[config.mk]
export PLATFORM = sky130hd
export DESIGN_NAME = div_frec
export DESIGN_NICKNAME = d
export VERILOG_FILES = /design/src/rtl/div_frec_pkg.sv /design/src/rtl/div_frec_cnt.sv /design/src/rtl/div_frec.sv
export SDC_FILE = /design/constraint.sdc
export NUM_CORES = 1
export LEC_CHECK = 0
export BUFFER_PORTS_ARGS = -buffer_cell sky130_fd_sc_hd__clkbuf_2
export CORE_ASPECT_RATIO = 2
export CORE_MARGIN = 3
export CORE_UTILIZATION = 37
export DETAILED_ROUTE_END_ITERATION = 12
export PLACE_DENSITY = 0.62
export SETUP_SLACK_MARGIN = 0.3
export SLEW_MARGIN = 0
export SYNTH_ARGS = -nofsm -noshare
export SYNTH_HDL_FRONTEND = slang
export SYNTH_SLANG_ARGS = --single-unit
export TNS_END_PERCENT = 30
[constraint.sdc]
create_clock -name Pclk -period 8.4 [get_ports Pclk]
set_input_delay 0.42 -clock Pclk [delete_from_list [all_inputs] [get_ports Pclk]]
set_output_delay 0.42 -clock Pclk [all_outputs]
set_load 0.05 [all_outputs]
[src/rtl/div_frec_pkg.sv]
// Shared constants for the programmable Pclk divider.
// Optional rising-edge tick is enabled by defining DIV_FREC_TICK_EN.
package div_frec_pkg;

  localparam int WIDTH_DEF     = 16;
  localparam int DIV_RESET_DEF = 4;
  localparam int DIV_MIN       = 2;

endpackage

[src/rtl/div_frec_cnt.sv]
// Wrap counter 0..N-1 with high/low phase compare for div_frec.
// The zero flag exists only when DIV_FREC_TICK_EN is defined.
module div_frec_cnt
  import div_frec_pkg::*;
#(
  parameter int WIDTH = WIDTH_DEF
) (
  input  logic             Pclk,
  input  logic             reset,
  input  logic             en,
  input  logic [WIDTH-1:0] n,
  output logic             xclk,
  output logic             wrap
`ifdef DIV_FREC_TICK_EN
  ,
  output logic             zero
`endif
);

  logic [WIDTH-1:0] cnt;
  logic [WIDTH-1:0] n_high;

  // Odd N gets the extra cycle in the high phase.
  assign n_high = n - (n >> 1);
  assign wrap   = en && (cnt == n - WIDTH'(1));

`ifdef DIV_FREC_TICK_EN
  assign zero = (cnt == '0);
`endif

  always_ff @(posedge Pclk) begin
    if (reset || !en) begin
      cnt  <= '0;
      xclk <= 1'b0;
    end else begin
      xclk <= (cnt < n_high);
      cnt  <= wrap ? '0 : cnt + WIDTH'(1);
    end
  end

endmodule

[src/rtl/div_frec.sv]
// Programmable clock divider: Xclk period is div_act Pclk cycles.
// Define DIV_FREC_TICK_EN to add the xclk_rise tick output.
module div_frec
  import div_frec_pkg::*;
#(
  parameter int WIDTH     = WIDTH_DEF,
  parameter int DIV_RESET = DIV_RESET_DEF
) (
  input  logic             Pclk,
  input  logic             reset,
  input  logic             en,
  input  logic             div_ld,
  input  logic [WIDTH-1:0] div_val,
  output logic             Xclk,
  output logic [WIDTH-1:0] div_act
`ifdef DIV_FREC_TICK_EN
  ,
  output logic             xclk_rise
`endif
);

  localparam logic [WIDTH-1:0] RST_DIV = WIDTH'(DIV_RESET);
  localparam logic [WIDTH-1:0] MIN_DIV = WIDTH'(DIV_MIN);

  logic [WIDTH-1:0] pending;
  logic [WIDTH-1:0] ld_val;
  logic [WIDTH-1:0] next_div;
  logic             wrap;

  assign ld_val   = (div_val < MIN_DIV) ? MIN_DIV : div_val;
  assign next_div = div_ld ? ld_val : pending;

  // Divisor only switches at a period boundary or while parked.
  always_ff @(posedge Pclk) begin
    if (reset) begin
      pending <= RST_DIV;
      div_act <= RST_DIV;
    end else begin
      if (div_ld)
        pending <= ld_val;
      if (!en || wrap)
        div_act <= next_div;
    end
  end

`ifdef DIV_FREC_TICK_EN
  logic cnt_zero;

  always_ff @(posedge Pclk) begin
    if (reset)
      xclk_rise <= 1'b0;
    else
      xclk_rise <= en && cnt_zero;
  end
`endif

  div_frec_cnt #(
    .WIDTH (WIDTH)
  ) u_cnt (
    .Pclk  (Pclk),
    .reset (reset),
    .en    (en),
    .n     (div_act),
    .xclk  (Xclk),
    .wrap  (wrap)
`ifdef DIV_FREC_TICK_EN
    ,
    .zero  (cnt_zero)
`endif
  );

endmodule

Word level (Yosys, flattened, before mapping). Cells that the tools add are included.

Flip-flop bits (word level): 49. Bits of input ports: 20. Output and inout bits: 17. Word-level logic and storage cells: 17.

Add/sub/neg operators: 3. $lt $le $gt $ge: 2. Equal/unequal tests: 1. Multiplexer cells: 2. Reductions and logical operators: 5.

Operator list (count): $mux 16 (2); $add 16x1->16 const B (1); $eq 16x16->1 (1); $lt 16x16->1 (1); $lt 16x2->1 const B (1); $sub 16x1->16 const B (1); $sub 16x15->16 (1); $logic_or 1x1->1 (2); $reduce_or 2->1 (1); $logic_and 1x1->1 (1); $logic_not 1->1 (1).

Longest topological paths before layout. Gate-level depths: netlist (run 1).

Depth after elaboration: 4. Depth in mapped cells: 17. Mapped depth without buffers: 17.

Modules after synthesis. A second synthesis (run 1) with hierarchy kept.

Cells, all modules: 410. Area total of the unflattened synthesis: 3570.9 um2.

Modules (own cells, without submodules): div_frec_cnt (times used 1, cells each 296, area each 2408.6 um2, sequential area each 340.3 um2); div_frec (times used 1, cells each 114, area each 1162.4 um2, sequential area each 640.6 um2).

Worst setup path before layout (run 1). Ideal clock, no wire load.

Path type: flip-flop to flip-flop. Start: register div_act[2]. End: register u_cnt.xclk. Setup time: 0.070 ns. Data arrival time: 3.306 ns. Data required time: 8.330 ns. Path slack: 5.025 ns. Cell stages (with the launch flop): 16. Buffers on the path: 0. Period minus slack after synthesis: 3.375 ns. Path through: dfxtp_1 -> inv_1 -> ha_1 -> o21bai_1 -> a211oi_1 -> o31ai_1 -> a21oi_1 -> o21bai_1 -> xor2_1 -> ha_1 -> a21o_1 -> a21o_1 -> a21o_1 -> a21oi_1 -> o21ai_0 -> a21oi_1.

Cells in the longest elaborated chain, start to end: 2.

Ends and longest elaborated chain: from (decl) (line div_frec.sv:15) `output logic [WIDTH-1:0] div_act`; from (signal assigned) (line div_frec.sv:42) `div_act <= next_div;`; $sub 16x15->16 (line div_frec_cnt.sv:24) `assign n_high = n - (n >> 1);`; $lt 16x16->1 (line div_frec_cnt.sv:36) `xclk <= (cnt < n_high);`; to (signal assigned) (line div_frec_cnt.sv:36); to (decl) (line div_frec_cnt.sv:12) `output logic xclk,`.

Every way passes these cells. A chain may end at the register's enable or synchronous reset.

Final worst setup path (run 1).
Start: register div_act[1]. End: register u_cnt.xclk.

Same word-level chain as after synthesis.

==> results of run 1 <==
## critical path, stage by stage, from the launching register on
cell,delay [ns]
dfxtp_1,0.44
inv_1,0.11
ha_1,0.29
o21bai_1,0.19
a211oi_1,0.13
o31ai_1,0.63
a21oi_1,0.14
o21bai_1,0.18
xor2_1,0.17
ha_1,0.26
a21o_1,0.16
a21o_1,0.16
a21o_1,0.17
a21oi_1,0.13
o21ai_0,0.10
a21oi_1,0.12
## state kept, by name, summed over array words and instances (netlist names)
| name | cells |
|---|---|
| div_act | 16 |
| pending | 16 |
| u_cnt.cnt | 16 |
| u_cnt.xclk | 1 |
## path summary, 6_finish.rpt
| kind | cells after the start | end | slack (ns) | startpoint |
|---|---|---|---|---|
| max reg2reg | 15 | u_cnt.xclk | 4.96 | div_act[1] |
| min reg2reg | 2 | pending[1] | 0.51 | pending[1] |
| min | 3 | pending[2] | 0.39 | div_val[2] |
| max | 15 | u_cnt.xclk | 4.96 | div_act[1] |
## per-layer routing
layer	share of wire (%)	GRT usage, %	up-vias
met5	0	0	-
met4	4.3	8.89	0
met3	1.7	1.65	23
met2	56	33.1	44
met1	38	17.3	1392
li1	-	-	1496
## through the flow
stage | instance area [sq um] | total power, W | setup WS (ns)
final | 4140 | 0.000706 | 4.96
after global placement | 3990 | 0.000504 | 5.07
after floorplan | 3710 | 0.000451 | 5.02
after detailed placement | 3990 | 0.000509 | 4.98
after global routing | 4140 | 0.000747 | 4.57
after CTS | 4140 | 0.000713 | 4.96
## cell usage in the layout (no fill, tap or decap), types with 10 or more instances in the layout
cell type / count
dfxtp_1: 49
ha_1: 47
clkbuf_2: 36
inv_1: 32
xnor2_1: 30
nor2_1: 26
xor2_1: 15
and2_1: 15
a21oi_1: 14
nand3_1: 14
mux2i_1: 13
nand2_1: 12
a2bb2oi_2: 10
## layout make-up
type                            count  area, sq um
Fill cell                         984         5620
Tap cell                          132          165
Timing Repair Buffer               37          188
Clock inverter                      3         21.3
Clock buffer                        5          125
Multi-Input combinational cell    312         2540
Inverter                           32          120
Sequential cell                    49          981
## power by group
part	internal, W	switching, W
clock	0.000111	0.0000924
sequential	0.000244	0.0000120
combinational	0.000100	0.000146
## cell families after synthesis
| kind of cell | after synthesis | share of synthesized area [%] |
|---|---|---|
| DFF | 49 | 26.4 |
| and+or+nand+nor | 128 | 19.4 |
| muxes | 13 | 3.51 |
| adders and majority gates | 48 | 16.4 |
| xor gates and xnor gates | 48 | 12.5 |
| buffers and inverters | 44 | 5.09 |
| AOI/OAI and AO/OA | 75 | 16.7 |
==> impl_table.tex, run 1 <==
\begin{tabular}{lr}
\hline
Metric & Value \\
\hline
\multicolumn{2}{l}{\textbf{Finish}} \\
End-of-flow core utilization & $\sim$42\% \\
Share of layout cells above drive strength 1 & 13.5\% \\
Antenna cell count & 0 \\
Signed area change from the synthesized netlist to the final layout & 11.6\% \\
Finished Layout Cells & 570 \\
Fin nets & between 500 and 600 \\
\multicolumn{2}{l}{\textbf{Logic synthesis}} \\
Most used flip-flop cell after synthesis & dfxtp\_1 \\
Number of flops mapped to enable cells by yosys & 0 \\
Cell type contributing the most total cell area after synthesis & dfxtp\_1 \\
Number of synthesized register bits & 49 \\
Most frequently used cell type in the post-synthesis netlist & dfxtp\_1 \\
Number of cells produced by synthesis & slightly above 400 \\
Yosys warnings & 0 \\
Share of the synthesized area in the top cell type & approximately a quarter \\
Netlist cell types & 56 \\
Synth top area cells & dfxtp\_1 26\%, ha\_1 16\%, xnor2\_1 7.1\%, a2bb2oi\_2 4.0\%, xor2\_1 3.5\% \\
Post-synthesis sequential area ratio & 26.4\% \\
Summed instance area of the synthesized netlist & approximately 3700 sq um \\
Syn Nets & approximately 470 \\
Most instantiated cells after synthesis & 49 x dfxtp\_1, 47 x ha\_1, 32 x inv\_1 \\
Ys async rst share & 0\% \\
Post-synthesis area per instance & 9.16 sq um \\
\multicolumn{2}{l}{\textbf{Route}} \\
Total Wirelength & slightly above 9000 microns \\
Via count & roughly 3000 \\
Drt via density & slightly above 5 \\
Detailed router's first-iteration violation count & between 100 and 150 \\
Number of search-and-repair iterations in the first detailed-routing pass & 4 \\
Post-route DRC & 0 \\
Average wire per standard cell & 16.2 microns \\
Number of routed nets with antenna violations & 0 \\
\multicolumn{2}{l}{\textbf{CTS}} \\
Cell chosen for the clock root & clkbuf\_16 \\
Inserted Clock Buffers & 5 \\
Resize count post-CTS & 0 \\
Setup fix buffers added after clock tree synthesis & 0 \\
Clock insertion delay at the later pin of the skew report & $\sim$0.30 ns \\
Clock slew at the register clock pins of the worst setup and hold paths & roughly 0.07 ns \\
Count of hold-fix buffers inserted at cts & 0 \\
TritonCTS clock tree & yes \\
Buffers from clock root to sink, at most & 2 \\
H-tree depth & 2 \\
Clock sink total & 49 \\
\multicolumn{2}{l}{\textbf{STA}} \\
Ratio of final minimum period to clock period & 40.9\% \\
Maximum operating frequency & $\sim$290 MHz \\
Worst Skew & roughly 0.0090 ns \\
Slew of the pin with the lowest slew margin & between 1 and 1.5 ns \\
WHS & 0.393 ns \\
Final number of hold-violating endpoints & 0 \\
Final worst path period need & between 3 and 4 ns \\
Number of setup violations in the final report & 0 \\
Count of pins over their slew limit & 0 \\
RSZ-0062 raised after global routing & no \\
Setup\_tns & 0 ns \\
Relative max-transition margin & between 30 and 40\% \\
\multicolumn{2}{l}{\textbf{Die}} \\
Overall die height & approximately 150 microns \\
Row cnt & 51 \\
\# IOs & 37 \\
Width of the die & between 70 and 80 microns \\
Die Area & 11300 sq um \\
Initial cell density of the core & a little under two fifths \\
Placeable core region & 9760 sq um \\
\multicolumn{2}{l}{\textbf{Global route}} \\
First-pass GRT wire length & between 15000 and 20000 microns \\
Overall track demand over capacity in global routing & 17.0\% \\
Maximum number of pins on one net before global-route repair & 31 \\
Number of global-route vias before repair & a little over 3000 \\
Total global routing overflow & 0 \\
Initial antenna violation count & 0 \\
\multicolumn{2}{l}{\textbf{Worst setup path}} \\
CP Data Required Time & 8.63 ns \\
Crit Path Max Fanout & 5 \\
Critical Path End Type & flip-flop \\
Critical path data arrival time & $\sim$3.7 ns \\
Startpoint types & flip-flop \\
Critical Setup Path Class & reg2reg \\
\multicolumn{2}{l}{\textbf{Min path}} \\
Classification of the worst-slack hold path & in2reg \\
\multicolumn{2}{l}{\textbf{Place}} \\
DP Cell Count & 562 \\
Total half-perimeter wirelength after legalization and detailed placement & 7610 microns \\
Final Wtd Congestion & about 0.9 \\
Count of buffers from port buffering & 36 \\
\multicolumn{2}{l}{\textbf{Power and ir drop}} \\
Leakage power of the design & between 1.5 and 2 nW \\
Power density over the cells & roughly 170 nW/um\^{}2 \\
Highest ir drop seen on vdd & $\sim$0.085 mV \\
\multicolumn{2}{l}{\textbf{Run status}} \\
Outcome & finished, final reports clean \\
\multicolumn{2}{l}{\textbf{Job}} \\
Max-capacitance violation count & 0 \\
\hline
\end{tabular}
No activity file was read; power rests on OpenSTA's default activity.
==> inputs of run 2 (changes only) <==
Settings changed: PLACE_DENSITY 0.62 to 0.64.
Clock period 8.4 ns to 2.8 ns, I/O delays scaled along.
==> impl_table.tex, run 2 (synthesized netlist as in run 1, its figures left out) <==
\begin{tabular}{lr}
\hline
Metric & Value \\
\hline
\multicolumn{2}{l}{\textbf{Run status}} \\
Outcome & finished, violations left (was finished, final reports clean) \\
Violations in the final reports & negative setup slack \\
\multicolumn{2}{l}{\textbf{Worst setup path}} \\
Crit Path Max Fanout & 4 (was 5) \\
CP Data Required Time & 3.02 ns (was 8.63 ns) \\
Startpoint types & flip-flop (unchanged) \\
Critical Path End Type & flip-flop (unchanged) \\
Critical path data arrival time & 3.10 ns (was 3.67 ns) \\
Critical Setup Path Class & reg2reg (unchanged) \\
\multicolumn{2}{l}{\textbf{Finish}} \\
Antenna cell count & 0 (unchanged) \\
Largest registers & div\_act (16), pending (16), u\_cnt.cnt (16) (unchanged) \\
Area occupied by registers & 1030 sq um (was 981 sq um) \\
Finished Layout Cells & 620 (was 570) \\
\# fillers & 923 (was 984) \\
Commonest non-fill, non-tap cell in the layout & buf\_4 (was dfxtp\_1) \\
Fin nets & 555 (was 505) \\
Multi-input logic area & 2870 sq um (was 2540 sq um) \\
Most frequent cells in the layout & 45 x buf\_4, 39 x ha\_1, 36 x clkbuf\_2 (was 49 x dfxtp\_1, 47 x ha\_1, 36 x clkbuf\_2) \\
Share of layout cells above drive strength 1 & 37.7\% (was 13.5\%) \\
Signed area change from the synthesized netlist to the final layout & 33.9\% (was 11.6\%) \\
Final Cell Area & 4970 sq um (was 4140 sq um) \\
\multicolumn{2}{l}{\textbf{CTS}} \\
Clock sink total & 49 (unchanged) \\
Clock insertion delay at the later pin of the skew report & 0.30 ns (about the same) \\
Inserted Clock Buffers & 5 (unchanged) \\
Buffers from clock root to sink, at most & 2 (unchanged) \\
Cell chosen for the clock root & clkbuf\_16 (unchanged) \\
H-tree depth & 2 (unchanged) \\
Count of hold-fix buffers inserted at cts & 0 (unchanged) \\
TritonCTS clock tree & yes (unchanged) \\
Clock slew at the register clock pins of the worst setup and hold paths & 0.07 ns (about the same) \\
\multicolumn{2}{l}{\textbf{STA}} \\
Number of setup violations in the final report & 1 (was 0) \\
Worst Skew & 0.00910 ns (was 0.00901 ns) \\
WHS & 0.148 ns (was 0.393 ns) \\
Count of pins over their slew limit & 0 (unchanged) \\
Ratio of final minimum period to clock period & 103\% (was 40.9\%) \\
Relative max-transition margin & 63.3\% (was 30.5\%) \\
Slew of the pin with the lowest slew margin & 0.547 ns (was 1.04 ns) \\
Final number of hold-violating endpoints & 0 (unchanged) \\
Final setup margin & -0.0760 ns (was 4.96 ns) \\
Maximum operating frequency & 348 MHz (was 291 MHz) \\
Final worst path period need & 2.88 ns (was 3.44 ns) \\
RSZ-0062 raised after global routing & yes (was no) \\
\multicolumn{2}{l}{\textbf{Route}} \\
Number of search-and-repair iterations in the first detailed-routing pass & 4 (unchanged) \\
Drt via density & 5.26 (was 5.18) \\
Average wire per standard cell & 17.3 microns (was 16.2 microns) \\
Detailed router's first-iteration violation count & 178 (was 113) \\
Total Wirelength & 10800 microns (was 9250 microns) \\
Number of routed nets with antenna violations & 0 (unchanged) \\
Post-route DRC & 0 (unchanged) \\
Via count & 3264 (was 2955) \\
\multicolumn{2}{l}{\textbf{Die}} \\
Initial cell density of the core & 38.0\% (unchanged) \\
Row cnt & 51 (unchanged) \\
Width of the die & 76.8 microns (unchanged) \\
Placeable core region & 9760 sq um (unchanged) \\
Overall die height & 148 microns (unchanged) \\
Die Area & 11300 sq um (unchanged) \\
\# IOs & 37 (unchanged) \\
\multicolumn{2}{l}{\textbf{Global route}} \\
Total global routing overflow & 0 (unchanged) \\
Overall track demand over capacity in global routing & 18.3\% (was 17.0\%) \\
Maximum number of pins on one net before global-route repair & 21 (was 31) \\
First-pass GRT wire length & 16200 microns (was 15100 microns) \\
Initial antenna violation count & 0 (unchanged) \\
Number of global-route vias before repair & 3406 (was 3049) \\
\multicolumn{2}{l}{\textbf{Place}} \\
Total half-perimeter wirelength after legalization and detailed placement & 8490 microns (was 7610 microns) \\
Placed Instance Area & 4420 sq um (was 3990 sq um) \\
DP Cell Count & 602 (was 562) \\
Final Wtd Congestion & 0.844 (was 0.895) \\
Count of buffers from port buffering & 36 (unchanged) \\
\multicolumn{2}{l}{\textbf{Min path}} \\
Classification of the worst-slack hold path & in2reg (unchanged) \\
\multicolumn{2}{l}{\textbf{Power and ir drop}} \\
Power density over the cells & 479 nW/um\^{}2 (was 170 nW/um\^{}2) \\
Leakage power of the design & 2.17 nW (was 1.84 nW) \\
Highest ir drop seen on vdd & 0.238 mV (was 0.0853 mV) \\
\multicolumn{2}{l}{\textbf{Job}} \\
Max-capacitance violation count & 0 (unchanged) \\
\hline
\end{tabular}
==> run 2: changes by cell type in the layout (fill, tap and decap cells not counted), moves of 4 or more <==
| cell | before | now |
|---|---|---|
| dfxtp_4 | 0 | 11 |
| dfxtp_1 | 49 | 33 |
| nor2b_1 | 9 | 5 |
| buf_4 | 1 | 45 |
| ha_1 | 47 | 39 |
| ha_4 | 0 | 6 |
| and2_1 | 15 | 2 |
| dfxtp_2 | 0 | 5 |
| inv_1 | 32 | 25 |
| and2_4 | 0 | 13 |
==> run 2: worst max-delay path, stage by stage (launching register included) <==
cell and delay [ns]:
dfxtp_4 0.37, clkinvlp_4 0.16, ha_4 0.28, nand2b_1 0.09, a21oi_2 0.08, nor4_2 0.27, buf_4 0.17, a21boi_4 0.19
o21a_1 0.17, o211ai_1 0.11, ha_1 0.34, a21o_1 0.17, a211oi_2 0.20, o21ai_1 0.08, a21oi_1 0.11
==> run 2: final timing paths <==
| path | from | end | slack [ns] | cells after the start |
|---|---|---|---|---|
| worst max-delay path | div_act[6] | u_cnt.xclk | -0.08 | 14 |
| worst min-delay path | div_val[2] | pending[2] | 0.15 | 3 |
| worst max register to register | div_act[6] | u_cnt.xclk | -0.08 | 14 |
| worst min register to register | pending[1] | pending[1] | 0.54 | 2 |
==> run 2: final cells by class <==
class | count | share of cell area [%]
Multi-Input combinational cell | 312 | 57.7
Sequential cell | 49 | 20.7
Inverter | 32 | 2.72
Clock inverter | 2 | 0.302
Timing Repair Buffer | 87 | 12.6
Tap cell | 132 | 3.33
Clock buffer | 6 | 2.60
==> run 2: timing repair <==
action,4_1_cts,5_1_grt
buffers inserted,4,5
gates resized for setup,18,46
cloned,0,1
pin swaps,12,25
endpoints found under the setup margin,31,33
==> run 2: report_power, final <==
group / switching (W) / total [W] / internal (W) / leakage (nW)
sequential: 0.0000220 / 0.000754 / 0.000732 / 0.410
combinational: 0.000556 / 0.00102 / 0.000461 / 1.70
clock: 0.000274 / 0.000605 / 0.000332 / 0.0631
==> run 2: per-stage QoR <==
stage          TNS [ns]  setup slack (ns)  util [%]  total power, W
2_1_floorplan         0           0.00706         -         0.00137
3_3_place_gp    -0.0350           -0.0350      45.2         0.00161
3_5_place_dp    -0.0962           -0.0962      45.2         0.00163
4_1_cts               0            0.0219      47.9         0.00229
5_1_grt          -0.248            -0.248      50.9         0.00250
6_report        -0.0760           -0.0760      50.9         0.00238
==> run 2: metal layers <==
layer  vias to the layer above  global-route usage, %  part of all wire (%)
met5                         -                      0                     0
met2                        76                   36.7                    58
met4                         0                   14.4                   7.0
li1                       1599                      -                     -
met3                        42                   1.52                   2.0
met1                      1547                   16.0                    33
==> inputs of run 3 (changes only) <==
Settings changed: PLACE_DENSITY 0.64 to not set, PLACE_DENSITY_LB_ADDON set to 0.2.
==> impl_table.tex, run 3 (synthesized netlist as in run 1, its figures left out) <==
\begin{tabular}{lr}
\hline
Metric & Value \\
\hline
\multicolumn{2}{l}{\textbf{Global route}} \\
Maximum number of pins on one net before global-route repair & 21 (unchanged) \\
Overall track demand over capacity in global routing & 18.6\% (was 18.3\%) \\
Number of global-route vias before repair & 3270 (was 3406) \\
Total global routing overflow & 0 (unchanged) \\
First-pass GRT wire length & 16500 microns (was 16200 microns) \\
Initial antenna violation count & 0 (unchanged) \\
\multicolumn{2}{l}{\textbf{Route}} \\
Via count & 3206 (was 3264) \\
Drt via density & 5.16 (was 5.26) \\
Detailed router's first-iteration violation count & 170 (was 178) \\
Number of routed nets with antenna violations & 0 (unchanged) \\
Average wire per standard cell & 17.0 microns (was 17.3 microns) \\
Post-route DRC & 0 (unchanged) \\
Number of search-and-repair iterations in the first detailed-routing pass & 5 (was 4) \\
Total Wirelength & 10500 microns (was 10800 microns) \\
\multicolumn{2}{l}{\textbf{Min path}} \\
Worst hold path endpoint & pending[2] (unchanged) \\
Cells on Worst Hold Path & 3 (unchanged) \\
Worst hold start & div\_val[2] (unchanged) \\
Classification of the worst-slack hold path & in2reg (unchanged) \\
\multicolumn{2}{l}{\textbf{STA}} \\
Final number of hold-violating endpoints & 0 (unchanged) \\
Final setup margin & -0.0130 ns (was -0.0760 ns) \\
Maximum operating frequency & 355 MHz (was 348 MHz) \\
Setup\_tns & -0.0130 ns (was -0.0760 ns) \\
Final worst path period need & 2.81 ns (was 2.88 ns) \\
Number of setup violations in the final report & 1 (unchanged) \\
Relative max-transition margin & 68.3\% (was 63.3\%) \\
Worst Skew & 0.00632 ns (was 0.00910 ns) \\
RSZ-0062 raised after global routing & yes (unchanged) \\
Ratio of final minimum period to clock period & 100\% (was 103\%) \\
WHS & 0.130 ns (was 0.148 ns) \\
Count of pins over their slew limit & 0 (unchanged) \\
Slew of the pin with the lowest slew margin & 0.475 ns (was 0.547 ns) \\
\multicolumn{2}{l}{\textbf{Worst setup path}} \\
Cell family with the largest share of critical-path delay & simple AND/OR/NAND/NOR gates (was compound AO/OA/AOI/OAI gates) \\
Reg2Reg Capture Point & u\_cnt.xclk (unchanged) \\
Critical Path End Type & flip-flop (unchanged) \\
Cells traversed along the worst timing path & inv\_1, ha\_1, nand2b\_1, a21oi\_2, nor4\_2, buf\_4, nand3\_4, a31oi\_4, o311ai\_2, ha\_1, nand3\_2, nor4\_2, a21oi\_1 (was clkinvlp\_4, ha\_4, nand2b\_1, a21oi\_2, nor4\_2, buf\_4, a21boi\_4, o21a\_1, o211ai\_1, ha\_1, a21o\_1, a211oi\_2, o21ai\_1, a21oi\_1) \\
Crit Path Max Fanout & 3 (was 4) \\
Critical Setup Path Class & reg2reg (unchanged) \\
Register-to-Register Path Depth & 13 (was 14) \\
Critical path data arrival time & 2.98 ns (was 3.10 ns) \\
Slowest stage cell on the critical path & nor4\_2 (was dfxtp\_4) \\
Startpoint types & flip-flop (unchanged) \\
Slack of the worst reg-to-reg path & -0.01 ns (was -0.08 ns) \\
Critical path buffers and inverters & 2 (unchanged) \\
Largest stage delay on the critical path & 0.37 ns (about the same) \\
FF-to-FF Start & div\_act[5] (was div\_act[6]) \\
CP Data Required Time & 2.97 ns (was 3.02 ns) \\
\multicolumn{2}{l}{\textbf{Die}} \\
Placeable core region & 9760 sq um (unchanged) \\
Overall die height & 148 microns (unchanged) \\
Die Area & 11300 sq um (unchanged) \\
\# IOs & 37 (unchanged) \\
Width of the die & 76.8 microns (unchanged) \\
Initial cell density of the core & 38.0\% (unchanged) \\
Row cnt & 51 (unchanged) \\
\multicolumn{2}{l}{\textbf{CTS}} \\
Count of hold-fix buffers inserted at cts & 0 (unchanged) \\
Clock slew at the register clock pins of the worst setup and hold paths & 0.07 ns (about the same) \\
Clock insertion delay at the later pin of the skew report & 0.29 ns (was 0.30 ns) \\
TritonCTS clock tree & yes (unchanged) \\
Clock sink total & 49 (unchanged) \\
Cell chosen for the clock root & clkbuf\_16 (unchanged) \\
Buffers from clock root to sink, at most & 2 (unchanged) \\
Inserted Clock Buffers & 5 (unchanged) \\
H-tree depth & 2 (unchanged) \\
\multicolumn{2}{l}{\textbf{Run status}} \\
Violations in the final reports & negative setup slack (unchanged) \\
Outcome & finished, violations left (unchanged) \\
\multicolumn{2}{l}{\textbf{Finish}} \\
Most frequent cells in the layout & 49 x buf\_4, 40 x ha\_1, 36 x clkbuf\_2 (was 45 x buf\_4, 39 x ha\_1, 36 x clkbuf\_2) \\
Largest registers & div\_act (16), pending (16), u\_cnt.cnt (16) (unchanged) \\
Share of layout cells above drive strength 1 & 33.9\% (was 37.7\%) \\
Commonest non-fill, non-tap cell in the layout & buf\_4 (unchanged) \\
\# fillers & 910 (was 923) \\
Antenna cell count & 0 (unchanged) \\
Signed area change from the synthesized netlist to the final layout & 30.6\% (was 33.9\%) \\
Finished Layout Cells & 621 (was 620) \\
Fin nets & 556 (was 555) \\
\multicolumn{2}{l}{\textbf{Place}} \\
Total half-perimeter wirelength after legalization and detailed placement & 8280 microns (was 8490 microns) \\
Worst slack after detailed placement & -0.0971 ns (was -0.0962 ns) \\
Count of buffers from port buffering & 36 (unchanged) \\
DP Cell Count & 603 (was 602) \\
Final Wtd Congestion & 0.883 (was 0.844) \\
\multicolumn{2}{l}{\textbf{Power and ir drop}} \\
Leakage power of the design & 2.15 nW (was 2.17 nW) \\
Power density over the cells & 504 nW/um\^{}2 (was 479 nW/um\^{}2) \\
Highest ir drop seen on vdd & 0.458 mV (was 0.238 mV) \\
\multicolumn{2}{l}{\textbf{Job}} \\
Max-capacitance violation count & 0 (unchanged) \\
\hline
\end{tabular}
run 3: worst max path at each step:
stage | from | end | slack (ns) | cells past startpoint
floorplan | div_act[2] | u_cnt.xclk | 0.007 | 15
finish | div_act[5] | u_cnt.xclk | -0.01 | 13
CTS | div_act[1] | u_cnt.xclk | 0.009 | 15
global route | div_act[5] | u_cnt.xclk | -0.13 | 13
global placement | div_act[0] | u_cnt.xclk | -0.03 | 15
detailed placement | div_act[1] | u_cnt.xclk | -0.1 | 15
run 3: stage by stage:
step | power, W | area (sq um) | utilization, %
detailed placement | 0.00162 | 4390 | 44.9
CTS | 0.00239 | 4690 | 48.0
finish | 0.00244 | 4840 | 49.6
global placement | 0.00161 | 4390 | 44.9
floorplan | 0.00137 | 3790 | -
global route | 0.00259 | 4840 | 49.6
run 3: what timing repair did:
item,4_1_cts,5_1_grt
pin swaps,18,23
resized for setup,23,25
cloned,0,1
setup endpoints to repair,31,33
buffers inserted,3,6
run 3: tightest hold or removal path, cell delays in order:
cell and delay, ns:
clkbuf_2 0.09, a211oi_1 0.11, inv_1 0.05
run 3: layout make-up:
cell class	instances	area (sq um)	share of cell area (%)
clock buffer	6	129	2.66
clock inverter	2	38.8	0.801
inverter	32	130	2.69
multi-input combinational	312	2770	57.3
sequential	49	1030	21.2
tap	132	165	3.41
timing repair buffer	88	578	11.9
run 3: layer usage:
metal	global-route usage, %	share of wire [%]
met5	0	0
met4	11.5	6.2
met3	1.83	2.0
met2	36.1	56
met1	18.4	36
run 3: power breakdown:
group	total [W]	switching (W)	internal [W]
Sequential	0.000754	0.0000217	0.000732
Clock	0.000693	0.000269	0.000424
Combinational	0.000994	0.000548	0.000447
Total	0.00244	0.000839	0.00160
